## src/rtl/store_queue.sv

```systemverilog
// Buffered store unit: decodes RISC-V stores, aligns data/byte enables and drains them in order
// to data memory over a req/ack handshake. Define STQ_LOAD_CHECK_EN to add the load-hazard compare.
module store_queue #(
  parameter int unsigned XLEN  = 32,
  parameter int unsigned AW    = 32,
  parameter int unsigned DEPTH = 4
) (
  input  logic            clk,
  input  logic            rst_n,
  input  logic            issue_valid,
  output logic            issue_ready,
  input  logic [6:0]      op,
  input  logic [2:0]      funct3,
  input  logic [AW-1:0]   addr,
  input  logic [XLEN-1:0] wdata,
  output logic            st_err,
  output logic            mem_req,
  output logic [AW-1:0]   mem_addr,
  output logic [XLEN-1:0] mem_wdata,
  output logic [3:0]      mem_be,
  input  logic            mem_ack,
  input  logic [AW-1:0]   ld_addr,
  output logic            ld_conflict
);

  localparam int unsigned PW  = $clog2(DEPTH);
  localparam int unsigned CW  = PW + 1;
  localparam int unsigned WAW = AW - 2;
  localparam logic [6:0]  OP_STORE = 7'b0100011;

  typedef struct packed {
    logic [WAW-1:0]  waddr;
    logic [XLEN-1:0] data;
    logic [3:0]      be;
  } entry_t;

  entry_t          r_mem [DEPTH];
  logic [PW-1:0]   r_wr_ptr;
  logic [PW-1:0]   r_rd_ptr;
  logic [CW-1:0]   r_count;
  logic            r_issue_ready;
  logic            r_mem_req;
  logic [AW-1:0]   r_mem_addr;
  logic [XLEN-1:0] r_mem_wdata;
  logic [3:0]      r_mem_be;
  logic            r_st_err;

  logic            w_ok;
  logic [3:0]      w_be;
  logic [XLEN-1:0] w_data;
  entry_t          w_new;
  logic            w_take;
  logic            w_enq;
  logic            w_err;
  logic            w_pop;
  logic [CW-1:0]   w_count_nxt;
  logic [PW-1:0]   w_rd_nxt;
  entry_t          w_head_nxt;

  // Store decode: legality, alignment, byte enables and lane replication
  always_comb begin
    w_ok   = 1'b0;
    w_be   = 4'b0000;
    w_data = '0;
    case (funct3)
      3'b000: begin
        w_ok   = 1'b1;
        w_be   = 4'b0001 << addr[1:0];
        w_data = XLEN'({4{wdata[7:0]}});
      end
      3'b001: begin
        w_ok   = ~addr[0];
        w_be   = 4'b0011 << addr[1:0];
        w_data = XLEN'({2{wdata[15:0]}});
      end
      3'b010: begin
        w_ok   = (addr[1:0] == 2'b00);
        w_be   = 4'b1111;
        w_data = wdata;
      end
      default: begin
        w_ok   = 1'b0;
        w_be   = 4'b0000;
        w_data = '0;
      end
    endcase
  end

  assign w_new.waddr = addr[AW-1:2];
  assign w_new.data  = w_data;
  assign w_new.be    = w_be;

  assign w_take = issue_valid && r_issue_ready && (op == OP_STORE);
  assign w_enq  = w_take && w_ok;
  assign w_err  = w_take && !w_ok;
  assign w_pop  = r_mem_req && mem_ack;

  assign w_count_nxt = r_count + CW'(w_enq) - CW'(w_pop);
  assign w_rd_nxt    = r_rd_ptr + PW'(w_pop);

  // The new head is the incoming store when it lands in the slot the read pointer moves to
  assign w_head_nxt = (w_enq && (r_wr_ptr == w_rd_nxt)) ? w_new : r_mem[w_rd_nxt];

  always_ff @(posedge clk) begin
    if (w_enq) r_mem[r_wr_ptr] <= w_new;
  end

  // Pointers, occupancy and registered memory-side outputs
  always_ff @(posedge clk or negedge rst_n) begin
    if (!rst_n) begin
      r_wr_ptr      <= '0;
      r_rd_ptr      <= '0;
      r_count       <= '0;
      r_issue_ready <= 1'b1;
      r_mem_req     <= 1'b0;
      r_mem_addr    <= '0;
      r_mem_wdata   <= '0;
      r_mem_be      <= 4'b0000;
      r_st_err      <= 1'b0;
    end else begin
      if (w_enq) r_wr_ptr <= r_wr_ptr + PW'(1);
      r_rd_ptr      <= w_rd_nxt;
      r_count       <= w_count_nxt;
      r_issue_ready <= (w_count_nxt != CW'(DEPTH));
      r_mem_req     <= (w_count_nxt != '0);
      r_st_err      <= w_err;
      if (w_count_nxt != '0) begin
        r_mem_addr  <= {w_head_nxt.waddr, 2'b00};
        r_mem_wdata <= w_head_nxt.data;
        r_mem_be    <= w_head_nxt.be;
      end
    end
  end

  assign issue_ready = r_issue_ready;
  assign mem_req     = r_mem_req;
  assign mem_addr    = r_mem_addr;
  assign mem_wdata   = r_mem_wdata;
  assign mem_be      = r_mem_be;
  assign st_err      = r_st_err;

`ifdef STQ_LOAD_CHECK_EN
  logic [DEPTH-1:0] w_hit;

  // An entry is live when its distance from the head is below the occupancy
  for (genvar g = 0; g < DEPTH; g++) begin : g_cmp
    logic [PW-1:0] w_off;
    assign w_off    = PW'(g) - r_rd_ptr;
    assign w_hit[g] = ({1'b0, w_off} < r_count) && (r_mem[g].waddr == ld_addr[AW-1:2]);
  end

  assign ld_conflict = |w_hit;
`else
  logic w_unused_ld;
  assign w_unused_ld = ^ld_addr;
  assign ld_conflict = 1'b0;
`endif

endmodule
```

## config.mk

```make
export PLATFORM = sky130hd
export DESIGN_NAME = store_queue
export DESIGN_NICKNAME = d
export VERILOG_FILES = /design/src/rtl/store_queue.sv
export SDC_FILE = /design/constraint.sdc
export NUM_CORES = 1
export LEC_CHECK = 0
export BUFFER_PORTS_ARGS = -buffer_cell sky130_fd_sc_hd__buf_2
export CAP_MARGIN = 20
export CELL_PAD_IN_SITES_DETAIL_PLACEMENT = 1
export CELL_PAD_IN_SITES_GLOBAL_PLACEMENT = 1
export CORE_AREA = 2 2 175 177
export DETAILED_ROUTE_END_ITERATION = 8
export DIE_AREA = 0 0 177 179
export MAX_ROUTING_LAYER = met4
export PLACE_DENSITY = 0.81
export SYNTH_ARGS = -nofsm -noshare
export SYNTH_HDL_FRONTEND = slang
export SYNTH_SLANG_ARGS = --single-unit
```

## constraint.sdc

```tcl
create_clock -name clk -period 4.74 [get_ports clk]
set_input_delay 0.948 -clock clk [delete_from_list [all_inputs] [get_ports clk]]
set_output_delay 0.948 -clock clk [all_outputs]
set_load 0.01 [all_outputs]
```

After elaboration in Yosys (flattened, before gate mapping)
Memory sizes are Yosys's and may differ from the RTL's. A register that Yosys moved wholly into a read port is not among the register bits. Cells that the tools add are included.

Bits in registers: 10. Memory bits (writable): 264. Word-level logic and storage cells: 33. Memories kept: 1.

Memories: r_mem (words 4, bits a word 66, rd ports 1, clocked after Yosys merged registers in 1, write ports 1, RTL line 37) `entry_t r_mem [DEPTH];`.

Add/subtract/negate cells: 4. Equality and inequality tests: 4. Bitwise logic cells: 1. Shift-type cells: 2. Reductions and logical operators: 10. Muxes and demuxes: 5.

Operators by type and width (count): $pmux W32 S3 (1); $pmux W4 S3 (1); $eq A7 B6 Y1 const B (1); $logic_and A1 B1 Y1 (5); $shl A1 B2 Y4 const A (1); $shl A2 B2 Y4 const A (1); $add A3 B1 Y3 (1); $eq A3 B1 Y1 const B (1); $eq A3 B2 Y1 const B (1); $logic_not A3 Y1 (1); $ne A3 B3 Y1 const B (1); $pmux W1 S3 (1); $reduce_bool A3 Y1 (1); $sub A3 B1 Y3 (1); $add A2 B1 Y2 (1); $add A2 B1 Y2 const B (1); $logic_not A1 Y1 (2); $logic_not A2 Y1 (1); $mux W1 (2); $not A1 Y1 (1).

Logic depth before layout (Yosys ltp)
Gate-level depths: netlist (run 1).

Word-level depth: 6. Depth in mapped cells: 18.

Worst setup path after synthesis (run 1)
Ideal clock, no wire load.

Kind: input to register. Start point: in funct3[0]. End point: reg r_mem_wdata[7], in the netlist mem_wdata[7], read port of r_mem. Stages: 14. Path slack: 334 ps. Data arrival time: 4319 ps. Cell sequence: or3_1 > a21oi_1 > clkbuf_1 > and2_1 > inv_1 > ha_1 > inv_1 > ha_1 > inv_1 > fa_1 > nor2b_1 > a2111oi_1 > nand4_1 > o211ai_1.

Word-level cells in the longest chain between the ends: 6. Elaborated cells between the ends (all ways): 8. Those cells by class: add/sub: 2; eq/ne: 2; mux: 1; reduce/logical: 3.

RTL lines: start, declared (RTL line 13) `input logic [2:0] funct3,`; $eq A3 B2 Y1, or another cell as far along (RTL line 65) `case (funct3)`; $pmux W1 S3 * (RTL line 65); $logic_and A1 B1 Y1 * (RTL line 94) `assign w_enq = w_take && w_ok;`; $add A3 B1 Y3 * (RTL line 98) `assign w_count_nxt = r_count + CW'(w_enq) - CW'(w_pop);`; $sub A3 B1 Y3 * (RTL line 98); $reduce_bool A3 Y1 * (RTL line 127) `if (w_count_nxt != '0) begin`; end, declared (RTL line 44) `logic [XLEN-1:0] r_mem_wdata;`.

Every way passes the cells marked *; elsewhere a longest branch is shown, timed or not. A chain may end at the register's enable or synchronous reset.

Worst setup path after layout (run 1)
Start point: in op[3]. End point: reg r_mem_wdata[5], in the netlist mem_wdata[5], read port of r_mem.

Word-level cells in the longest chain between the ends: 6.

RTL lines: start, declared (RTL line 12) `input logic [6:0] op,`; $eq A7 B6 Y1 (RTL line 93) `assign w_take = issue_valid && r_issue_ready && (op == OP_STORE);`; $logic_and A1 B1 Y1 (RTL line 93); $logic_and A1 B1 Y1 (RTL line 94); $add A3 B1 Y3 (RTL line 98); $sub A3 B1 Y3 (RTL line 98); net w_count_nxt[2] (RTL line 56) `logic [CW-1:0] w_count_nxt;`; $reduce_bool A3 Y1 (RTL line 127).

The timed path passes the listed nets, and every way through them passes these cells.

==> results of run 1 <==
==> power by group <==
group	switching (mW)	internal [mW]
combinational	2.00	1.49
sequential	0.215	3.59
clock	1.13	1.64
==> critical path, stage by stage <==
cell and delay [ns]:
buf_2 0.10, nor4b_1 0.40, and4b_2 0.35, and2_1 0.20, inv_1 0.07, ha_1 0.30
inv_1 0.06, ha_1 0.14, inv_1 0.06, fa_1 0.41, xnor3_1 0.29, inv_1 0.10
nor3_1 0.41, inv_4 0.21, o21ai_1 0.45, o211ai_1 0.22
==> synth_stat cells, drive strengths merged <==
library cell / number / area, µm²
nand3b: 17 / 127.6
nor2b: 17 / 106.4
fa: 1 / 20.02
mux2i: 16 / 160.2
o21bai: 1 / 7.510
a21oi: 13 / 65.06
and4b: 1 / 10.01
a2111oi: 1 / 10.01
xnor3: 1 / 22.52
nand4: 50 / 312.8
a21o: 2 / 15.01
clkbuf: 59 / 221.5
or4b: 16 / 160.2
o211ai: 9 / 67.56
nand3: 1 / 5.000
nor2: 59 / 221.5
and2: 10 / 62.56
xnor2: 1 / 8.760
a31oi: 58 / 362.9
a221oi: 1 / 8.760
nand2: 10 / 37.54
nand2b: 10 / 62.56
mux4: 66 / 1486
edfxtp: 264 / 7928
nor3: 1 / 5.000
xor2: 2 / 17.52
and3: 5 / 31.28
xor3: 1 / 23.77
or3: 2 / 12.51
a2111o: 1 / 11.26
ha: 7 / 87.58
buf: 18 / 90.08
nor4b: 1 / 8.760
nand4b: 1 / 8.760
conb: 1 / 3.750
dfrtp: 75 / 1877
inv: 17 / 63.81
o21ai: 77 / 385.4
dfstp: 1 / 26.28
==> worst max path at each step <==
stage	endpoint	slack (ns)	startpoint
after floorplan	mem_wdata[7]	0.33	funct3[0]
after global placement	mem_wdata[2]	0.18	op[3]
after detailed placement	mem_wdata[2]	-0.04	op[3]
after CTS	mem_wdata[5]	0.38	op[3]
after global routing	mem_wdata[5]	0.06	op[3]
final	mem_wdata[5]	0.38	op[3]
==> cell families (layout without fill, tap and decap cells) <==
kind of cell,after synthesis,after routing,synth area share
flip-flops,340,340,0.6951
AND/OR/NAND/NOR,201,201,0.08290
AO/OA/AOI/OAI,163,163,0.06600
buffers and inverters,94,253,0.02654
multiplexers,82,82,0.1164
adder cells (fa/ha/maj),8,8,0.007608
XOR/XNOR,5,5,0.005131
other,1,6,0.0002652
==> flip-flops by register name (all words and copies together) (netlist names) <==
name and count:
st_err 1, r_count 3, r_rd_ptr 2, mem_addr 30, mem_be 4, r_mem 264
r_wr_ptr 2, mem_wdata 32, mem_req 1, issue_ready 1
==> metal layers <==
| layer | part of all wire | GRT usage | up-vias | wire length, µm |
|---|---|---|---|---|
| met5 | 0 | - | - | 0 |
| met4 | 0.032 | 0.1064 | 0 | 1232 |
| met3 | 0.070 | 0.04707 | 90 | 2692 |
| met2 | 0.50 | 0.3936 | 358 | 19170 |
| met1 | 0.40 | 0.3198 | 4649 | 15290 |
| li1 | - | - | 3797 | - |
==> area by class of cell <==
type,count,share of cell area
Tap cell,396,0.02989
Clock inverter,17,0.009512
Multi-Input combinational cell,462,0.2423
Inverter,17,0.004001
Timing Repair Buffer,173,0.06100
Clock buffer,46,0.05971
Antenna cell,3,0.0004529
Sequential cell,340,0.5931
==> impl_metrics.json, run 1 <==
{
  "status": "completed",
  "layout_common_cells": "edfxtp_1, buf_2, o21ai_0, dfrtp_1, mux4_2",
  "setup_ws_ns": 0.3768,
  "finalInstanceArea_mm2": 0.01657,
  "stdcell_count": 1454,
  "rsz0062_at_grt": "no",
  "synth_seq_cells": 340,
  "cp-end-kind": "flop",
  "grt_remaining_overflow": 0,
  "insertion_delay_ns": 0.52,
  "fin_crit_ns": 4.363,
  "drtPass1Iterations": 5,
  "relSlewSlack": 0.4075,
  "worstPathArrival_ns": 4.71,
  "power_density_mw_per_mm2": 606.8,
  "drive_gt1_frac": 0.2882,
  "cts_buffers": 36,
  "place.gp.congestion": 0.7657,
  "setup_violations": 0,
  "drtIter0Drc": 889,
  "vias": 8894,
  "area_growth_pct": 17.20,
  "grt_pass1_wl_mm": 57.55,
  "required_ns": 5.09,
  "multi_input_area_mm2": 0.004016,
  "grt_usage": 0.2496,
  "grt_pass1_vias": 9673,
  "postCtsSetupBuffers": 0,
  "cts_tree": "yes",
  "avgSynthCellArea_um2": 15.82,
  "drt_wl_total_mm": 38.39,
  "place_inst": 1388,
  "path_class": "in2reg",
  "slew_viol_final": 0,
  "final_common_cell": "edfxtp_1",
  "placed_area_mm2": 0.01542,
  "tns_ns": 0,
  "fin_skew_ns": 0.01127,
  "port_buffers": 146,
  "nNetsFinal": 1148,
  "yosysWarnings": 0,
  "die_y_um": 179,
  "r2r-end": "mem_wdata[5]",
  "die_area_mm2": 0.03168,
  "num_rows": 64,
  "cts.sink_count": 340,
  "core_area_mm2": 0.03003,
  "fin_crit_sh": 0.9205,
  "vias_per_cell": 6.117,
  "fmax_mhz": 229.2,
  "path_clk_slew_ns": 0.06,
  "grt_max_degree": 58,
  "pre_cts_ws_ns": -0.03913,
  "wl_per_cell_um": 26.40,
  "ios": 182,
  "register_area_mm2": 0.009831,
  "hold_path.class": "in2async",
  "reg2reg_from": "issue_ready",
  "start_kind": "primary input",
  "timing.reg2reg.setup_slack_ns": 0.67,
  "antenna_found_initial": 3,
  "ff2ff_path_depth": 15,
  "die_width_um": 177,
  "hold_viol": 0,
  "synth.distinct_cells": 43,
  "cts_hold_buffers": 0,
  "ant_nets": 0,
  "cp_max_fo": 21,
  "root_buffer": "clkbuf_16",
  "worst_pin_slew_ns": 0.8888,
  "syn_area_mm2": 0.01414,
  "drcViolationCount": 0,
  "whs_ns": 0.5121,
  "cts.htree.levels": 2,
  "drv_cap": 0,
  "vdd_ir_drop_max_mv": 0.3595,
  "synth-seq-area-share": 0.6951,
  "synth_cells": 894,
  "power.total_mw": 10.06,
  "n_fill_cell": 2840,
  "initial_core_util": 0.4710,
  "finish.utilization": 0.5520,
  "cts_buffer_depth": 3,
  "leakage_nw": 5.819,
  "cts_resized": 0,
  "hpwl_mm": 22.25
}
Note: power is estimated with default switching activity, not from simulation.
==> inputs of run 2 (changes only) <==
--- a/config.mk
+++ b/config.mk
@@ -9,11 +9,11 @@
 export CAP_MARGIN = 20
 export CELL_PAD_IN_SITES_DETAIL_PLACEMENT = 1
 export CELL_PAD_IN_SITES_GLOBAL_PLACEMENT = 1
-export CORE_AREA = 2 2 175 177
+export CORE_AREA = 2 2 183 185
 export DETAILED_ROUTE_END_ITERATION = 8
-export DIE_AREA = 0 0 177 179
+export DIE_AREA = 0 0 185 187
 export MAX_ROUTING_LAYER = met4
-export PLACE_DENSITY = 0.81
+export PLACE_DENSITY = 0.78
 export SYNTH_ARGS = -nofsm -noshare
 export SYNTH_HDL_FRONTEND = slang
 export SYNTH_SLANG_ARGS = --single-unit
==> constraint.sdc (replaced) <==
create_clock -name clk -period 3.8 [get_ports clk]
set_input_delay 0.76 -clock clk [delete_from_list [all_inputs] [get_ports clk]]
set_output_delay 0.76 -clock clk [all_outputs]
set_load 0.01 [all_outputs]
==> run 2 against run 1 <==
Compared with the run above:
- core utilization fell by 4.2 points
- clock skew rose by 0.0049 ns
- first-iteration DRC count down 28%
- worst setup slack lost 0.069 ns
- clock power is 18% higher
- global-route usage shrank 2.1 points
- die area rose by 9.2%
- critical path depth is 1 higher
- critical path type unchanged
- largest cell class unchanged
- highest routed layer unchanged
==> impl_metrics.json, run 2 (synthesis results as in run 1) <==
{
  "status": "completed",
  "p_int_mw": 8.338,
  "required_ns": 4.18,
  "cp-end-kind": "flop",
  "cts_buffers": 36,
  "cp_slowest_cell": "fa_1",
  "place_inst": 1450,
  "crit_start": "op[3]",
  "finalInstanceArea_mm2": 0.01676,
  "placed_area_mm2": 0.01567,
  "cts_hold_buffers": 0,
  "nNetsFinal": 1158,
  "rsz0062_at_grt": "no",
  "num_rows": 67,
  "insertion_delay_ns": 0.52,
  "drt_wl_total_mm": 37.57,
  "layout_common_cells": "edfxtp_1, buf_2, o21ai_0, dfrtp_1, mux4_2",
  "grt_usage": 0.2285,
  "die_width_um": 185,
  "hold_path.class": "in2async",
  "power.switching_mw": 4.185,
  "crit_cells": 17,
  "vias": 8737,
  "path_class": "in2reg",
  "ios": 182,
  "power_density_mw_per_mm2": 747.3,
  "final_common_cell": "edfxtp_1",
  "grt_pass1_wl_mm": 57.97,
  "path_clk_slew_ns": 0.06,
  "fmax_mhz": 286.3,
  "path_buf_inv": 7,
  "worstPathArrival_ns": 3.88,
  "start_kind": "primary input",
  "cts.htree.levels": 2,
  "hold_viol": 0,
  "p_sw_frac": 0.3342,
  "grt_max_degree": 68,
  "cts.sink_count": 340,
  "pre_cts_ws_ns": -0.2084,
  "port_buffers": 146,
  "top_register": "r_mem",
  "vias_per_cell": 5.767,
  "fin_crit_sh": 0.9190,
  "hpwl_mm": 22.64,
  "vdd_ir_drop_max_mv": 0.6897,
  "setup_ws_ns": 0.3077,
  "die_y_um": 187,
  "stdcell_count": 1515,
  "cts_resized": 0,
  "timing.reg2reg.setup_slack_ns": 0.31,
  "place.gp.congestion": 0.7644,
  "finish.utilization": 0.5100,
  "fin_crit_ns": 3.492,
  "cts_tree": "yes",
  "sequentialPowerShare": 0.379,
  "p_comb_frac": 0.360,
  "postCtsSetupBuffers": 0,
  "drtIter0Drc": 642,
  "power.total_mw": 12.52,
  "drtPass1Iterations": 5,
  "ant_nets": 0,
  "n_fill_cell": 3202,
  "drv_cap": 0,
  "core_area_mm2": 0.03286,
  "tns_ns": 0,
  "ff2ff_path_depth": 16,
  "cp_max_fo": 43,
  "r2r-end": "mem_addr[14]",
  "die_area_mm2": 0.03460,
  "drcViolationCount": 0,
  "crit_end": "mem_addr[14]",
  "antenna_found_initial": 1,
  "relSlewSlack": 0.3705,
  "whs_ns": 0.3883,
  "fin_skew_ns": 0.01614,
  "path_common_cell": "inv_1",
  "cp_top_family": "simple AND/OR/NAND/NOR gates",
  "area_growth_pct": 18.50,
  "drive_gt1_frac": 0.2917,
  "initial_core_util": 0.4304,
  "largest_register_ffs": 264,
  "grt_pass1_vias": 9645,
  "root_buffer": "clkbuf_16",
  "worstPathCellList": "buf_2 > nor4b_1 > and4b_2 > and2_1 > inv_1 > ha_1 > inv_1 > ha_1 > inv_1 > fa_1 > xnor3_1 > inv_1 > nor3_2 > inv_4 > buf_12 > nor2_1 > a31oi_1",
  "p_clk_frac": 0.261,
  "leakage_nw": 5.862,
  "cts_buffer_depth": 3,
  "setup_violations": 0,
  "reg2reg_from": "issue_ready",
  "slew_viol_final": 0,
  "wl_per_cell_um": 24.80,
  "worst_pin_slew_ns": 0.9442,
  "grt_remaining_overflow": 0,
  "cpPeakStageDelay_ns": 0.40
}
[run 2: cell types whose count changed in the layout (fill, tap and decap cells not counted), sizes merged]
cell / previous run / this run
bufinv: 3 / 0
inv: 17 / 19
clkinv: 13 / 10
clkbuf: 46 / 51
diode: 3 / 1
buf: 173 / 183
[run 2: worst min path at each step]
stage               slack [ns]    startpoint  depth (start not counted)       endpoint
floorplan                 0.46         rst_n                          0   mem_addr[10]
global placement          0.52  mem_wdata[5]                          2   mem_wdata[5]
detailed placement        0.52  mem_wdata[5]                          2   mem_wdata[5]
CTS                       0.41         rst_n                          1  mem_wdata[14]
global route              0.44         rst_n                          1  mem_wdata[11]
finish                    0.39         rst_n                          1   mem_wdata[9]
[run 2: final cells by class]
cell class,instances,area (µm²),area share
Antenna cell,1,2.502,0.0001493
Clock buffer,51,1007,0.06010
Clock inverter,13,78.83,0.004704
Inverter,17,66.31,0.003957
Multi-Input combinational cell,462,4039,0.2410
Sequential cell,340,9831,0.5866
Tap cell,448,560.5,0.03345
Timing Repair Buffer,183,1174,0.07003
[run 2: metal layers]
metal | routed length [µm] | vias up | share of wire | global-route usage
met5 | 0 | - | 0 | -
met4 | 802 | 0 | 0.021 | 0.05952
met3 | 2154 | 62 | 0.057 | 0.03855
met2 | 18840 | 323 | 0.50 | 0.3679
met1 | 15770 | 4527 | 0.42 | 0.3034
li1 | - | 3825 | - | -
[run 2: power groups by stage]
stage	Sequential, mW	Combinational, mW	Clock [mW]
2_1_floorplan	4.92	2.77	0
3_3_place_gp	4.80	4.37	0
3_5_place_dp	4.82	4.56	0
4_1_cts	4.75	4.60	3.33
5_1_grt	4.79	4.95	3.46
6_report	4.74	4.51	3.27
